[src/rtl/tagged_pick_actor.sv]
// Multi-flux tagged PICK actor for the dataflow fabric.
// Buffers tagged data/control tokens per flux and emits the indexed token.
module tagged_pick_actor #(
    parameter int FLUX       = 2,
    parameter int DATA_WIDTH = 8,
    parameter int TAG_WIDTH  = $clog2(FLUX),
    parameter int BLOCK      = 4,
    parameter int DEPTH      = 8,
    parameter int CDEPTH     = 2
) (
    input  logic                            clk,
    input  logic                            rst,
    input  logic                            in_port_write,
    input  logic [DATA_WIDTH+TAG_WIDTH-1:0] in_port_datain,
    output logic [FLUX-1:0]                 in_port_full,
    input  logic                            in_port_write_nda,
    input  logic [DATA_WIDTH+TAG_WIDTH-1:0] in_port_datain_nda,
    output logic [FLUX-1:0]                 in_port_full_nda,
    output logic                            out_port_write,
    output logic [DATA_WIDTH+TAG_WIDTH-1:0] out_port_dataout,
    input  logic                            out_port_full,
    output logic                            drop_err
);

    localparam int W   = DATA_WIDTH + TAG_WIDTH;
    localparam int TW  = TAG_WIDTH;
    localparam int IW  = $clog2(BLOCK);
    localparam int DPW = $clog2(DEPTH);
    localparam int CPW = (CDEPTH > 1) ? $clog2(CDEPTH) : 1;
    localparam int DCW = $clog2(DEPTH + 1);
    localparam int CCW = $clog2(CDEPTH + 1);

    typedef enum logic [1:0] {
        IDLE,
        DRAIN,
        EMIT
    } state_t;

    logic [TW-1:0]         dtag;
    logic [TW-1:0]         ctag;
    logic [DATA_WIDTH-1:0] dpay;
    logic [IW-1:0]         cpay;
    logic                  nda_unused;

    assign dtag       = in_port_datain[W-1:DATA_WIDTH];
    assign dpay       = in_port_datain[DATA_WIDTH-1:0];
    assign ctag       = in_port_datain_nda[W-1:DATA_WIDTH];
    assign cpay       = in_port_datain_nda[IW-1:0];
    assign nda_unused = ^in_port_datain_nda;

    logic [DATA_WIDTH-1:0] dmem_q [FLUX][DEPTH];
    logic [IW-1:0]         cmem_q [FLUX][CDEPTH];
    logic [DPW-1:0]        dwr_q  [FLUX];
    logic [DPW-1:0]        drd_q  [FLUX];
    logic [CPW-1:0]        cwr_q  [FLUX];
    logic [CPW-1:0]        crd_q  [FLUX];
    logic [DCW-1:0]        dcnt_q [FLUX];
    logic [DCW-1:0]        dcnt_d [FLUX];
    logic [CCW-1:0]        ccnt_q [FLUX];
    logic [CCW-1:0]        ccnt_d [FLUX];
    logic [FLUX-1:0]       dfull_q;
    logic [FLUX-1:0]       cfull_q;

    logic [FLUX-1:0] dpush;
    logic [FLUX-1:0] cpush;
    logic [FLUX-1:0] dpop;
    logic [FLUX-1:0] cpop;
    logic [FLUX-1:0] elig;
    logic            found;
    logic [TW-1:0]   pick;
    logic            drop_now;

    state_t          state_q;
    logic [TW-1:0]   rr_q;
    logic [TW-1:0]   sel_q;
    logic [IW-1:0]   idx_q;
    logic [IW-1:0]   cnt_q;
    logic [DATA_WIDTH-1:0] latch_q;
    logic            out_write_q;
    logic [W-1:0]    dout_q;
    logic            drop_q;

    function automatic logic [DPW-1:0] dinc(input logic [DPW-1:0] p);
        return (p == DPW'(DEPTH - 1)) ? '0 : p + 1'b1;
    endfunction

    function automatic logic [CPW-1:0] cinc(input logic [CPW-1:0] p);
        return (p == CPW'(CDEPTH - 1)) ? '0 : p + 1'b1;
    endfunction

    // Route writes and pops to the flux FIFOs, derive next counts.
    always_comb begin
        dpush    = '0;
        cpush    = '0;
        dpop     = '0;
        cpop     = '0;
        elig     = '0;
        for (int f = 0; f < FLUX; f++) begin
            dcnt_d[f] = dcnt_q[f];
            ccnt_d[f] = ccnt_q[f];
        end
        for (int f = 0; f < FLUX; f++) begin
            dpush[f] = in_port_write && (dtag == TW'(f)) && !dfull_q[f];
            cpush[f] = in_port_write_nda && (ctag == TW'(f)) && !cfull_q[f];
            dpop[f]  = (state_q == DRAIN) && (sel_q == TW'(f));
            cpop[f]  = (state_q == IDLE) && found && (pick == TW'(f));
            elig[f]  = (dcnt_q[f] >= DCW'(BLOCK)) && (ccnt_q[f] != '0);
            dcnt_d[f] = dcnt_q[f] + DCW'(dpush[f]) - DCW'(dpop[f]);
            ccnt_d[f] = ccnt_q[f] + CCW'(cpush[f]) - CCW'(cpop[f]);
        end
        drop_now = (in_port_write && (dpush == '0))
                 || (in_port_write_nda && (cpush == '0));
    end

    // Round-robin search: first eligible flux at or above rr, else wrap.
    always_comb begin
        found = 1'b0;
        pick  = '0;
        for (int f = 0; f < FLUX; f++) begin
            if (!found && elig[f] && (TW'(f) >= rr_q)) begin
                found = 1'b1;
                pick  = TW'(f);
            end
        end
        for (int f = 0; f < FLUX; f++) begin
            if (!found && elig[f]) begin
                found = 1'b1;
                pick  = TW'(f);
            end
        end
    end

    // Per-flux data FIFOs with registered full flags.
    always_ff @(posedge clk) begin
        if (rst) begin
            for (int f = 0; f < FLUX; f++) begin
                dwr_q[f]  <= '0;
                drd_q[f]  <= '0;
                dcnt_q[f] <= '0;
            end
            dfull_q <= '0;
        end else begin
            for (int f = 0; f < FLUX; f++) begin
                if (dpush[f]) begin
                    dmem_q[f][dwr_q[f]] <= dpay;
                    dwr_q[f] <= dinc(dwr_q[f]);
                end
                if (dpop[f]) begin
                    drd_q[f] <= dinc(drd_q[f]);
                end
                dcnt_q[f]  <= dcnt_d[f];
                dfull_q[f] <= (dcnt_d[f] == DCW'(DEPTH));
            end
        end
    end

    // Per-flux control FIFOs holding only the index bits.
    always_ff @(posedge clk) begin
        if (rst) begin
            for (int f = 0; f < FLUX; f++) begin
                cwr_q[f]  <= '0;
                crd_q[f]  <= '0;
                ccnt_q[f] <= '0;
            end
            cfull_q <= '0;
        end else begin
            for (int f = 0; f < FLUX; f++) begin
                if (cpush[f]) begin
                    cmem_q[f][cwr_q[f]] <= cpay;
                    cwr_q[f] <= cinc(cwr_q[f]);
                end
                if (cpop[f]) begin
                    crd_q[f] <= cinc(crd_q[f]);
                end
                ccnt_q[f]  <= ccnt_d[f];
                cfull_q[f] <= (ccnt_d[f] == CCW'(CDEPTH));
            end
        end
    end

    // Firing sequencer: select, drain BLOCK tokens, emit the picked one.
    always_ff @(posedge clk) begin
        if (rst) begin
            state_q     <= IDLE;
            rr_q        <= '0;
            sel_q       <= '0;
            idx_q       <= '0;
            cnt_q       <= '0;
            latch_q     <= '0;
            out_write_q <= 1'b0;
            dout_q      <= '0;
            drop_q      <= 1'b0;
        end else begin
            drop_q      <= drop_q | drop_now;
            out_write_q <= 1'b0;
            unique case (state_q)
                IDLE: begin
                    if (found) begin
                        sel_q   <= pick;
                        idx_q   <= cmem_q[pick][crd_q[pick]];
                        cnt_q   <= '0;
                        state_q <= DRAIN;
                    end
                end
                DRAIN: begin
                    if (cnt_q == idx_q) begin
                        latch_q <= dmem_q[sel_q][drd_q[sel_q]];
                    end
                    cnt_q <= cnt_q + 1'b1;
                    if (cnt_q == IW'(BLOCK - 1)) begin
                        state_q <= EMIT;
                    end
                end
                EMIT: begin
                    if (!out_port_full) begin
                        out_write_q <= 1'b1;
                        dout_q      <= {sel_q, latch_q};
                        rr_q        <= (sel_q == TW'(FLUX - 1)) ? '0
                                     : sel_q + 1'b1;
                        state_q     <= IDLE;
                    end
                end
                default: state_q <= IDLE;
            endcase
        end
    end

    assign in_port_full     = dfull_q;
    assign in_port_full_nda = cfull_q;
    assign out_port_write   = out_write_q;
    assign out_port_dataout = dout_q;
    assign drop_err         = drop_q;

endmodule
[config.mk]
export PLATFORM = sky130hd
export DESIGN_NAME = tagged_pick_actor
export DESIGN_NICKNAME = d
export VERILOG_FILES = /design/src/rtl/tagged_pick_actor.sv
export SDC_FILE = /design/constraint.sdc
export NUM_CORES = 1
export LEC_CHECK = 0
export CAP_MARGIN = 15
export CELL_PAD_IN_SITES_DETAIL_PLACEMENT = 0
export CELL_PAD_IN_SITES_GLOBAL_PLACEMENT = 1
export CORE_UTILIZATION = 45
export DETAILED_ROUTE_END_ITERATION = 6
export HOLD_SLACK_MARGIN = 0.08
export PLACE_DENSITY_LB_ADDON = 0.1
export RECOVER_POWER = 100
export SKIP_LAST_GASP = 1
export SLEW_MARGIN = 20
export SYNTH_ARGS = -nofsm -noshare
export SYNTH_HDL_FRONTEND = slang
export SYNTH_SLANG_ARGS = --single-unit
[constraint.sdc]
create_clock -name clk -period 2.2 [get_ports clk]
set_input_delay 0.22 -clock clk [delete_from_list [all_inputs] [get_ports clk]]
set_output_delay 0.22 -clock clk [all_outputs]
set_load 0.01 [all_outputs]
==> impl_metrics.tcl <==
set metrics [dict create \
    synth_edf_count 152 \
    synth.distinct_cells 41 \
    design.die.area_um2 18300 \
    htreeDepth 4 \
    fmax_mhz 453 \
    die_w_um 135 \
    p_int_mw 7.15 \
    fillers 1400 \
    worst_setup_hold_path_clk_slew_ps 70 \
    irDropWorstVdd_mv 0.592 \
    antenna_found_initial 0 \
    critPathBufInv 3 \
    failed_checks "setup timing" \
    core_region_area_um2 17300 \
    cpPeakStageDelay_ps 340 \
    final_cell_mix "edfxtp_1, mux2i_1, dfxtp_1" \
    drive_gt1_frac 0.167 \
    yosys.area.top_type "edfxtp_1" \
    synth_fa_ha_area_frac 0.0410 \
    hold_buffers 0 \
    dp.cells 825 \
    power_density_nw_per_um2 1030 \
    grt_pass1_vias 4381 \
    hold_class "input pin to flip-flop" \
    path_max_fanout 2 \
    crit_path_end_kind "flip-flop" \
    synth_seq_cells 196 \
    netSwitchingFraction 0.276 \
    yosysTopAreaCellShare 0.571 \
    path_cells "inv_1 > ha_2 > o21bai_4 > o21bai_4 > or3_4 > inv_2 > ha_4 > inv_2 > ha_4 > xor2_4 > and2_4 > nor4_4" \
    synth_flop_cell "edfxtp_1" \
    slew_viol_final 0 \
    detail_route.wl_per_cell_um 18.8 \
    dp_slack_ps -139 \
    path_class "flip-flop to flip-flop" \
    setup_violations 1 \
    synth_top_family_by_area "simple AND/OR/NAND/NOR gates" \
    route.detailed.drc 0 \
    first_pass_iters 4 \
    drt_iter0_markers 319 \
    clock_sinks 196 \
    fin_crit_sh 1.00 \
    numCtsBuffers 17 \
    overflow 0 \
    avgSynthCellArea_um2 14.3 \
    grtUsageTotal 0.192 \
    worst_slack_ps -6.68 \
    io_buffers 31 \
    pwr-share-clk 0.326 \
    stdcell_area_um2 9590 \
    grt_max_degree 57 \
    viasPerCell 5.29 \
    syn_area_um2 7990 \
    die_h_um 135 \
    rsz0062_at_grt "true" \
    ys_warn_count 0 \
    route.vias.total 4588 \
    hold_viol 0 \
    fin_crit_ps 2210 \
    regArea_um2 5450 \
    p_switching_mw 2.73 \
    synth-simple-area-share 0.0991 \
    start_util 0.462 \
    clock_skew_ps 7.92 \
    synth_compound_area_frac 0.0532 \
    synth_xor_area_frac 0.00986 \
    combPwrFrac 0.222 \
    synthCells 558 \
    max_cap_violations 0 \
    synth.area.mux_share 0.0908 \
    status "finished with violations" \
    hpwlAfterDp_um 10800 \
    seqPwrFrac 0.452 \
    critPathLaunchType "flip-flop" \
    p_leak_nw 3.39 \
    final_common_cell "edfxtp_1" \
    insertion_delay_ps 430 \
    cpLargestDelayFamily "simple AND/OR/NAND/NOR gates" \
    detail-route-antenna-nets 0 \
    drt_wl_total_um 16300 \
    multiInputGateArea_um2 2520 \
    critPathRequiredTime_ps 2540 \
    antenna_cells 0 \
    clockRootBuffer "clkbuf_16" \
    grt_first_pass_wirelength_um 25100 \
    slew_headroom 0.567 \
    ys_seq_area_frac 0.681 \
    cts_buffer_depth 2 \
    async_reset_ff_frac 0 \
    max_slew.worst_pin.slew_ps 648 \
    io_pins 38 \
    fin_cells 867 \
    area_growth_syn_to_layout_pct 19.9 \
    layout.nets 677 \
    cts_tree "done" \
    yosys-top-cells-area "edfxtp_1, dfxtp_1, mux2i_1" \
    slowest_stage "or3_4" \
    place_area_um2 8720 \
    tns_ps -6.68 \
    cp.arrival_ps 2540 \
    globalplace.congestion 0.759 \
    rows 48 \
    syn_nets 606 \
]
registers in the layout, summed over array words and instances, names as in the netlist, named ones only:
signal and flops:
in_port_full 2, dwr_q 6, sel_q 1, cwr_q 2
cnt_q 2, out_port_dataout 9, crd_q 2, cmem_q 8
out_port_write 1, idx_q 2, drop_err 1, latch_q 8
state_q 2, dcnt_q 8, drd_q 6, dmem_q 128
in_port_full_nda 2, ccnt_q 4, rr_q 1
worst min-delay path, delay by kind of cell:
family        cells  cell delay [ps]
buf+inv           2              400
simple gates      1              140
Yosys cell counts, types with 3 or more instances:
library cell / number
edfxtp_1: 152
mux2i_1: 68
dfxtp_1: 44
nor2_1: 32
o22ai_1: 32
nand2_1: 27
ha_1: 23
inv_1: 19
a21oi_1: 18
nor3_1: 16
nand2b_1: 12
nor4_1: 11
and2_1: 10
nand3b_1: 8
o2bb2ai_1: 8
clkbuf_1: 7
buf_4: 6
nor2b_1: 6
xor2_1: 6
nor3b_1: 5
or2_1: 5
or2_2: 4
or3b_1: 4
clkbuf_2: 3
mux2_2: 3
nand3_1: 3
o21bai_1: 3
xnor2_1: 3
worst paths after layout:
path | from | to | slack, ps | cells after the start
worst max-delay path | dcnt_q[0][6] | in_port_full_nda[1] | -7 | 12
worst min-delay path | rst | dcnt_q[0][5] | 370 | 3
worst max register to register | dcnt_q[0][6] | in_port_full_nda[1] | -7 | 12
worst min register to register | out_port_dataout[4] | out_port_dataout[4] | 450 | 2
area by class of cell:
type	instances	area share
sequential	196	0.568
tap	225	0.0294
inverter	20	0.00783
clock buffer	18	0.0448
clock inverter	14	0.0200
timing repair buffer	73	0.0670
multi-input combinational	321	0.263
per-stage QoR:
step                      total power, mW  hold WS (ps)  utilization
final                                9.88           373        0.554
after floorplan                      5.78           319            -
after detailed placement             6.46           448        0.504
after CTS                            9.74           350        0.545
after global placement               6.40           447        0.504
after global routing                 10.4           392        0.554
logic make-up (layout without fill, tap and decap cells):
| family | count (synthesis) | in the layout |
|---|---|---|
| AO/OA/AOI/OAI | 67 | 67 |
| flip-flops | 196 | 196 |
| AND/OR/NAND/NOR | 148 | 148 |
| buffers and inverters | 41 | 125 |
| XOR/XNOR | 9 | 9 |
| multiplexers | 72 | 72 |
| adder cells (fa/ha/maj) | 25 | 25 |
power by group through the flow:
stage / clock network, mW / logic (mW) / registers, mW
after floorplan: 0 / 1.29 / 4.48
after global placement: 0 / 1.89 / 4.52
after detailed placement: 0 / 1.93 / 4.52
after CTS: 3.28 / 2.02 / 4.45
after global routing: 3.43 / 2.42 / 4.50
final: 3.22 / 2.19 / 4.47
what timing repair did:
action	in CTS	in global routing
setup endpoints to repair	2	10
gates resized for setup	3	31
pin swaps	7	7
setup buffers	9	2
layer usage:
layer	track usage	vias to the layer above	part of all wire
met2	0.284	88	0.45
met5	0	-	0
met1	0.279	2268	0.48
li1	-	2221	-
met4	0.0524	0	0.0084
met3	0.0486	11	0.060
(Power assumes the default switching activity.)
